[src/rtl/pcie_rate_pkg.sv]
// -----------------------------------------------------------------------------
// pcie_rate_pkg
//   Shared PCIe rate definitions used by the rate-change controller, mainLTSSM
//   and the TX path.
//   Contents:
//     ST_*          state encodings of the PIPE rate-change sequencer
//     rateState_t   enum built on those encodings (exposed on the debug port)
//     GEN1..GEN5    PCIe generation codes as carried on target_gen/current_gen
//     genToRate     GEN code -> 4-bit PIPE Rate value (gen-1)
//     genToPclkRate GEN code -> 5-bit PIPE PCLKRate value ({2'b00, gen-1})
// -----------------------------------------------------------------------------
package pcie_rate_pkg;

  // Sequencer state encodings. Kept as plain localparams so that other blocks
  // and checkers can decode the debug state without depending on the enum.
  localparam logic [2:0] ST_IDLE     = 3'd0;
  localparam logic [2:0] ST_QUIESCE  = 3'd1;
  localparam logic [2:0] ST_SET_RATE = 3'd2;
  localparam logic [2:0] ST_WAIT_OK  = 3'd3;
  localparam logic [2:0] ST_ACK      = 3'd4;
  localparam logic [2:0] ST_DONE     = 3'd5;

  typedef enum logic [2:0] {
    RATE_IDLE     = ST_IDLE,
    RATE_QUIESCE  = ST_QUIESCE,
    RATE_SET_RATE = ST_SET_RATE,
    RATE_WAIT_OK  = ST_WAIT_OK,
    RATE_ACK      = ST_ACK,
    RATE_DONE     = ST_DONE
  } rateState_t;

  // Generation codes.
  localparam logic [2:0] GEN1 = 3'd1;
  localparam logic [2:0] GEN2 = 3'd2;
  localparam logic [2:0] GEN3 = 3'd3;
  localparam logic [2:0] GEN4 = 3'd4;
  localparam logic [2:0] GEN5 = 3'd5;

  // PIPE Rate: Gen1 = 0, Gen2 = 1, ... Gen5 = 4. Callers only pass legal
  // (non-zero) generation codes.
  function automatic logic [3:0] genToRate(input logic [2:0] gen);
    logic [2:0] idx;
    idx = gen - 3'd1;
    return {1'b0, idx};
  endfunction

  // PIPE PCLKRate: same index, zero-extended to the 5-bit field.
  function automatic logic [4:0] genToPclkRate(input logic [2:0] gen);
    logic [2:0] idx;
    idx = gen - 3'd1;
    return {2'b00, idx};
  endfunction

endpackage

[src/rtl/pipe_rate_change_ctrl_phystatus_collector.sv]
// -----------------------------------------------------------------------------
// phystatus_collector
//   Sticky per-lane record of PhyStatus pulses during the PCLK-change
//   acknowledge phase. A lane counts as seen once it has pulsed at least once
//   since the last clear; lanes outside the mask are never recorded and never
//   block completion.
//   Ports:
//     pclk       in   PIPE clock
//     reset_n    in   asynchronous active-low reset
//     clear      in   synchronous clear of the sticky record (held while the
//                     sequencer is outside the acknowledge phase)
//     PhyStatus  in   per-lane completion pulses from the PHY
//     mask       in   lanes taking part in the rate change
//     all_seen   out  every masked lane has pulsed, counting the current cycle
// -----------------------------------------------------------------------------
module phystatus_collector #(
  parameter int LANESNUMBER = 16
) (
  input  logic                   pclk,
  input  logic                   reset_n,
  input  logic                   clear,
  input  logic [LANESNUMBER-1:0] PhyStatus,
  input  logic [LANESNUMBER-1:0] mask,
  output logic                   all_seen
);

  logic [LANESNUMBER-1:0] seenQ;

  always_ff @(posedge pclk or negedge reset_n) begin
    if (!reset_n) begin
      seenQ <= '0;
    end else if (clear) begin
      seenQ <= '0;
    end else begin
      seenQ <= seenQ | (PhyStatus & mask);
    end
  end

  // The live PhyStatus is folded in so the last lane to report completes the
  // phase in the same cycle it pulses.
  assign all_seen = ((seenQ | PhyStatus) & mask) == mask;

endmodule

[src/rtl/pipe_rate_change_ctrl.sv]
// -----------------------------------------------------------------------------
// pipe_rate_change_ctrl
//   Sequences a PIPE rate change when the LTSSM requests a new generation:
//   quiesces TX, programs Rate/PCLKRate, completes the PclkChangeOk /
//   PclkChangeAck handshake and waits for PhyStatus on every participating
//   lane before reporting completion.
//
//   Request handshake: rate_req is a level that is only looked at while the
//   block is idle (rate_busy=0). Each sampled request is answered by exactly
//   one single-cycle pulse, rate_done (change finished or nothing to do) or
//   rate_err (rejected, or watchdog expiry), never both in one cycle. Once a
//   change has started, rate_req is ignored until the block is idle again.
//
//   Optional feature: define PIPE_RATE_TIMEOUT_EN to enable a watchdog on the
//   QUIESCE, WAIT_OK and ACK states. After TIMEOUT_CYCLES cycles in one of
//   those states the change is abandoned: rate_err pulses, TX is released,
//   PclkChangeAck drops and Rate/PCLKRate return to the current generation.
//   Without the macro the block waits indefinitely.
//
//   Parameters:
//     LANESNUMBER     number of PIPE lanes
//     MAX_GEN         highest legal target generation (1..5)
//     TIMEOUT_CYCLES  watchdog limit per waiting state (watchdog builds only)
//   Ports:
//     pclk           in   PIPE clock, all logic on the rising edge
//     reset_n        in   asynchronous active-low reset
//     rate_req       in   rate-change request level from the LTSSM
//     target_gen     in   requested generation, sampled with rate_req
//     active_lanes   in   participating lanes, sampled with rate_req
//     TxElecIdle     in   per-lane electrical-idle status from TX
//     PclkChangeOk   in   PHY ready for the PCLK change
//     PhyStatus      in   per-lane completion pulses from the PHY
//     Rate           out  PIPE Rate (gen-1)
//     PCLKRate       out  PIPE PCLKRate ({2'b00, gen-1})
//     PclkChangeAck  out  PCLK-change acknowledge to the PHY
//     tx_hold        out  holds TX in electrical idle during the change
//     rate_busy      out  high whenever the sequencer is not idle
//     rate_done      out  single-cycle completion pulse
//     rate_err       out  single-cycle reject/timeout pulse
//     current_gen    out  generation currently programmed
//     stateDbg       out  sequencer state, for debug and checkers
// -----------------------------------------------------------------------------
module pipe_rate_change_ctrl
  import pcie_rate_pkg::*;
#(
  parameter int LANESNUMBER    = 16,
  parameter int MAX_GEN        = 1,
  parameter int TIMEOUT_CYCLES = 4096
) (
  input  logic                   pclk,
  input  logic                   reset_n,
  input  logic                   rate_req,
  input  logic [2:0]             target_gen,
  input  logic [LANESNUMBER-1:0] active_lanes,
  input  logic [LANESNUMBER-1:0] TxElecIdle,
  input  logic                   PclkChangeOk,
  input  logic [LANESNUMBER-1:0] PhyStatus,
  output logic [3:0]             Rate,
  output logic [4:0]             PCLKRate,
  output logic                   PclkChangeAck,
  output logic                   tx_hold,
  output logic                   rate_busy,
  output logic                   rate_done,
  output logic                   rate_err,
  output logic [2:0]             current_gen,
  output rateState_t             stateDbg
);

  localparam logic [2:0] MaxGenL = 3'(MAX_GEN);

  rateState_t             state;
  logic [2:0]             targetQ;   // generation being programmed
  logic [LANESNUMBER-1:0] maskQ;     // lanes taking part in this change

  logic reqInvalid;
  logic reqNoop;
  logic quiesced;
  logic allSeen;
  logic collectClear;

  assign reqInvalid = (target_gen == 3'd0) || (target_gen > MaxGenL) ||
                      (active_lanes == '0);
  assign reqNoop    = (target_gen == current_gen);
  assign quiesced   = ((TxElecIdle & maskQ) == maskQ);
  assign stateDbg   = state;

  // The record is held clear everywhere except ACK, so it is empty on the
  // ACK entry cycle and PhyStatus seen before the acknowledge never counts.
  assign collectClear = (state != RATE_ACK);

  phystatus_collector #(
    .LANESNUMBER(LANESNUMBER)
  ) u_collector (
    .pclk     (pclk),
    .reset_n  (reset_n),
    .clear    (collectClear),
    .PhyStatus(PhyStatus),
    .mask     (maskQ),
    .all_seen (allSeen)
  );

`ifdef PIPE_RATE_TIMEOUT_EN
  localparam int              CntW    = (TIMEOUT_CYCLES > 2) ? $clog2(TIMEOUT_CYCLES) : 1;
  localparam logic [CntW-1:0] CntLast = CntW'(TIMEOUT_CYCLES - 1);

  logic [CntW-1:0] waitCnt;
  logic            inWait;
  logic            progress;
  logic            timeoutHit;

  assign inWait   = (state == RATE_QUIESCE) || (state == RATE_WAIT_OK) ||
                    (state == RATE_ACK);
  assign progress = ((state == RATE_QUIESCE) && quiesced)     ||
                    ((state == RATE_WAIT_OK) && PclkChangeOk) ||
                    ((state == RATE_ACK)     && allSeen);
  // Forward progress wins over expiry in the same cycle.
  assign timeoutHit = inWait && !progress && (waitCnt == CntLast);

  // Every state entry comes from progress, an abort or leaving IDLE, so
  // counting only while stalled in a waiting state restarts it on each entry.
  always_ff @(posedge pclk or negedge reset_n) begin
    if (!reset_n) begin
      waitCnt <= '0;
    end else if (inWait && !progress && !timeoutHit) begin
      waitCnt <= waitCnt + CntW'(1);
    end else begin
      waitCnt <= '0;
    end
  end
`endif

  // Sequencer with registered outputs: each output takes its value on the
  // edge that enters the state where it applies.
  always_ff @(posedge pclk or negedge reset_n) begin
    if (!reset_n) begin
      state         <= RATE_IDLE;
      targetQ       <= GEN1;
      maskQ         <= '0;
      Rate          <= genToRate(GEN1);
      PCLKRate      <= genToPclkRate(GEN1);
      PclkChangeAck <= 1'b0;
      tx_hold       <= 1'b0;
      rate_busy     <= 1'b0;
      rate_done     <= 1'b0;
      rate_err      <= 1'b0;
      current_gen   <= GEN1;
    end else begin
      rate_done <= 1'b0;
      rate_err  <= 1'b0;
`ifdef PIPE_RATE_TIMEOUT_EN
      if (timeoutHit) begin
        // Abandon the change and fall back to the generation still in use.
        state         <= RATE_IDLE;
        rate_err      <= 1'b1;
        PclkChangeAck <= 1'b0;
        tx_hold       <= 1'b0;
        rate_busy     <= 1'b0;
        Rate          <= genToRate(current_gen);
        PCLKRate      <= genToPclkRate(current_gen);
      end else begin
`endif
        case (state)
          RATE_IDLE: begin
            if (rate_req) begin
              if (reqInvalid) begin
                rate_err <= 1'b1;
              end else if (reqNoop) begin
                rate_done <= 1'b1;
              end else begin
                targetQ   <= target_gen;
                maskQ     <= active_lanes;
                tx_hold   <= 1'b1;
                rate_busy <= 1'b1;
                state     <= RATE_QUIESCE;
              end
            end
          end

          RATE_QUIESCE: begin
            if (quiesced) begin
              Rate     <= genToRate(targetQ);
              PCLKRate <= genToPclkRate(targetQ);
              state    <= RATE_SET_RATE;
            end
          end

          RATE_SET_RATE: begin
            state <= RATE_WAIT_OK;
          end

          RATE_WAIT_OK: begin
            if (PclkChangeOk) begin
              PclkChangeAck <= 1'b1;
              state         <= RATE_ACK;
            end
          end

          RATE_ACK: begin
            if (allSeen) begin
              PclkChangeAck <= 1'b0;
              tx_hold       <= 1'b0;
              rate_done     <= 1'b1;
              current_gen   <= targetQ;
              state         <= RATE_DONE;
            end
          end

          RATE_DONE: begin
            rate_busy <= 1'b0;
            state     <= RATE_IDLE;
          end

          default: begin
            PclkChangeAck <= 1'b0;
            tx_hold       <= 1'b0;
            rate_busy     <= 1'b0;
            state         <= RATE_IDLE;
          end
        endcase
`ifdef PIPE_RATE_TIMEOUT_EN
      end
`endif
    end
  end

endmodule

[config.mk]
export PLATFORM = sky130hd
export DESIGN_NAME = pipe_rate_change_ctrl
export DESIGN_NICKNAME = d
export VERILOG_FILES = /design/src/rtl/pcie_rate_pkg.sv /design/src/rtl/pipe_rate_change_ctrl_phystatus_collector.sv /design/src/rtl/pipe_rate_change_ctrl.sv
export SDC_FILE = /design/constraint.sdc
export NUM_CORES = 1
export LEC_CHECK = 0
export ABC_AREA = 0
export CAP_MARGIN = 20
export CORE_UTILIZATION = 49
export DETAILED_ROUTE_END_ITERATION = 6
export HOLD_SLACK_MARGIN = 0.02
export PLACE_DENSITY = 0.83
export SETUP_SLACK_MARGIN = 0.05
export SLEW_MARGIN = 20
export SYNTH_ARGS = -nofsm -noshare
export SYNTH_HDL_FRONTEND = slang
export SYNTH_SLANG_ARGS = --single-unit
[constraint.sdc]
create_clock -name pclk -period 3.3 [get_ports pclk]
set_input_delay 0.99 -clock pclk [delete_from_list [all_inputs] [get_ports pclk]]
set_output_delay 0.99 -clock pclk [all_outputs]
set_load 0.01 [all_outputs]
==> run metrics <==
pin count of the biggest net entering global routing=34; Core ar.=0.00441 mm2; GRT overflow=0; worst-margin pin slew=891 ps; crit-path max FO=11; Cells after Synth=205; max-cap viol count=0; row cnt=24; Crit Path Class=primary input to register; CTS tree=built; H-tree levels=2; #FFs+latches synth=49; asr flop ratio synth=100%; min cycle time layout=2930 ps; # setup viols final=0; Worst Path Required=3480 ps; Vias per Instance=5.46; Die W=70.4 um; CP Cell Sequence=clkdlybuf4s50_1, nor4_1, nand4_1, nand3_1, nor3_2, buf_12, mux2_2; I/O pin count=75; gpl congestion=0.826; vias in the first global route=1,886; CP Capture Type=register; Post-Route Setup TNS=0 ps; Pleak=1.33 nW; min-delay worst type=register to register; initial antenna violation count=0; status=finished, final reports clean; worst slack, placed=76.8 ps; Synth Flop Type=dfrtp_1; nets@finish=335; slowest stage delay, CP=740 ps; Initial Util=51.9%; synth cell count leaders=dfrtp_1, nor2_1, mux2_2; TritonCTS Buffers=5; Final ANT Viol Nets=0; count leader, synth=dfrtp_1; clock root cell=clkbuf_8; Initial DRC Count=151; layout cells sized above 1=14.6%; peak supply drop=346 uV; Syn Area/Cell=11.2 um2; Synth-to-Final Area Change=36.7%; startpoint types=primary input; post-route clock skew=12.4 ps; register area share after synthesis=53.7%; clock sinks=49; Tcrit/Tclk final=88.9%; DRT Pass-1 Iters=4; top cells by area, synth=dfrtp_1, mux2_2, nor3b_1; overall global routing resource usage=23.0%; final worst setup slack=366 ps; DRC Markers=0; highest clock rate=0.341 GHz; Total Wirelength=5.38 mm; Wirelength per Cell=16.2 um; Yosys top cell by area=dfrtp_1; CP bufs+invs=2; Fin Hold WS=501 ps; clk buf depth=2; PwrDens=688 mW/mm2; slew margin rel.=40.3%; latest clock arrival within the worst-skew pair=300 ps; Diodes inserted=0; via count=1,814; top cell type's share of synthesized area=51.4%; height of the die=70.4 um; Post-Syn Area=0.00229 mm2; Cell variety after synth=38; Hold-fix buffers, CTS=0; Ys Warns=0; cell family with the largest share of critical-path delay=simple AND/OR/NAND/NOR gates; Clock transition at path regs=80 ps; Final Total Pwr=0.00216 W; Fin. Hold Viols=0; Post-CTS Setup Bufs=0; RSZ-0062 raised after global routing=false; # port buffers=71; cts repair resizes=0; Arr. time, crit path=3120 ps; post-DP HPWL=4.16 mm; Post-synth EDFFs=0; die area=0.00495 mm2; first-pass GRT wire length=8.70 mm; max-slew violations=0; CP max stage cell=nor3_2
## worst reg2reg max path: stages, from the launching register on
cell	delay [ps]
dfrtp_1	460
nor2_1	240
nand3_1	170
nor3_2	700
buf_12	220
mux2_2	340
## layer usage
layer	vias up	global-route usage, %	routed length [um]
met5	-	0	0
met4	0	10.2	114
met3	13	4.04	311
met2	61	39.2	2770
met1	879	28.5	2190
li1	861	-	-
## state kept, by name (all words and copies together), names as in the netlist
register / count
maskQ: 16
u_collector.seenQ: 16
PCLKRate: 3
current_gen: 3
stateDbg: 3
targetQ: 3
PclkChangeAck: 1
rate_busy: 1
rate_done: 1
rate_err: 1
tx_hold: 1
## metrics by stage
stage          cell area, um2  std cells  utilization [%]
2_1_floorplan            2300        207                -
3_3_place_gp             3050        324             69.0
3_5_place_dp             3050        324             69.0
4_1_cts                  3130        332             70.9
5_1_grt                  3130        332             70.9
6_report                 3130        332             70.9
## placed cells by master (no fill, tap or decap), types with 2 or more instances in the layout
master	Yosys	layout
o21ai_0	3	3
nand2_1	4	4
mux2_1	2	2
nor4_1	8	8
dfstp_2	2	2
nor2_1	21	21
a21oi_1	18	18
clkinv_2	0	2
o22ai_1	4	4
mux2_2	19	19
or3_1	2	2
clkdlybuf4s50_1	0	70
xor2_1	4	4
dfrtp_1	47	47
nand3_1	3	3
inv_1	15	15
nor2b_1	4	4
a31oi_1	2	2
buf_4	6	3
conb_1	1	3
nand2b_1	3	3
nand4_1	2	2
nor3b_1	16	16
clkbuf_8	0	5
## worst paths after layout
| kind | from | to | slack [ps] | depth (start not counted) |
|---|---|---|---|---|
| setup / recovery | active_lanes[4] | maskQ[0]$_DFFE_PN0P_ | 370 | 7 |
| hold / removal | u_collector.seenQ[1]$_DFF_PN0_ | u_collector.seenQ[1]$_DFF_PN0_ | 500 | 2 |
| setup reg to reg | stateDbg[0]$_DFFE_PN0P_ | maskQ[0]$_DFFE_PN0P_ | 1040 | 5 |
| hold reg to reg | u_collector.seenQ[1]$_DFF_PN0_ | u_collector.seenQ[1]$_DFF_PN0_ | 500 | 2 |
| max in group asynchronous | reset_n | maskQ[3]$_DFFE_PN0P_ | 1950 | 2 |
| min in group asynchronous | reset_n | u_collector.seenQ[5]$_DFF_PN0_ | 590 | 1 |
## final cells by class
class / instances / area, um2
well taps: 52 / 65.1
clock inverters: 2 / 10.0
flip-flops and latches: 49 / 1230
inverters: 15 / 56.3
repair buffers: 75 / 748
clock buffers: 6 / 72.6
fillers: 341 / 1280
multi-input cells: 133 / 950
## cells by family (layout without fill, tap and decap cells)
logic type               Yosys count  count (layout)  share of synthesized area [%]
other                              1               3                          0.164
buffers and inverters             25              98                           5.19
AND/OR/NAND/NOR                   70              70                           18.8
flip-flops                        49              49                           53.7
XOR/XNOR                           4               4                           1.53
AO/OA/AOI/OAI                     33              33                           9.34
adder cells (fa/ha/maj)            1               1                          0.546
multiplexers                      22              22                           10.8
## power by group
| part | internal, W | leakage, nW | switching [W] |
|---|---|---|---|
| clock network | 0.000147 | 0.0450 | 0.000190 |
| registers | 0.000791 | 0.637 | 0.000187 |
| logic | 0.000496 | 0.651 | 0.000344 |
(Power assumes the default switching activity.)
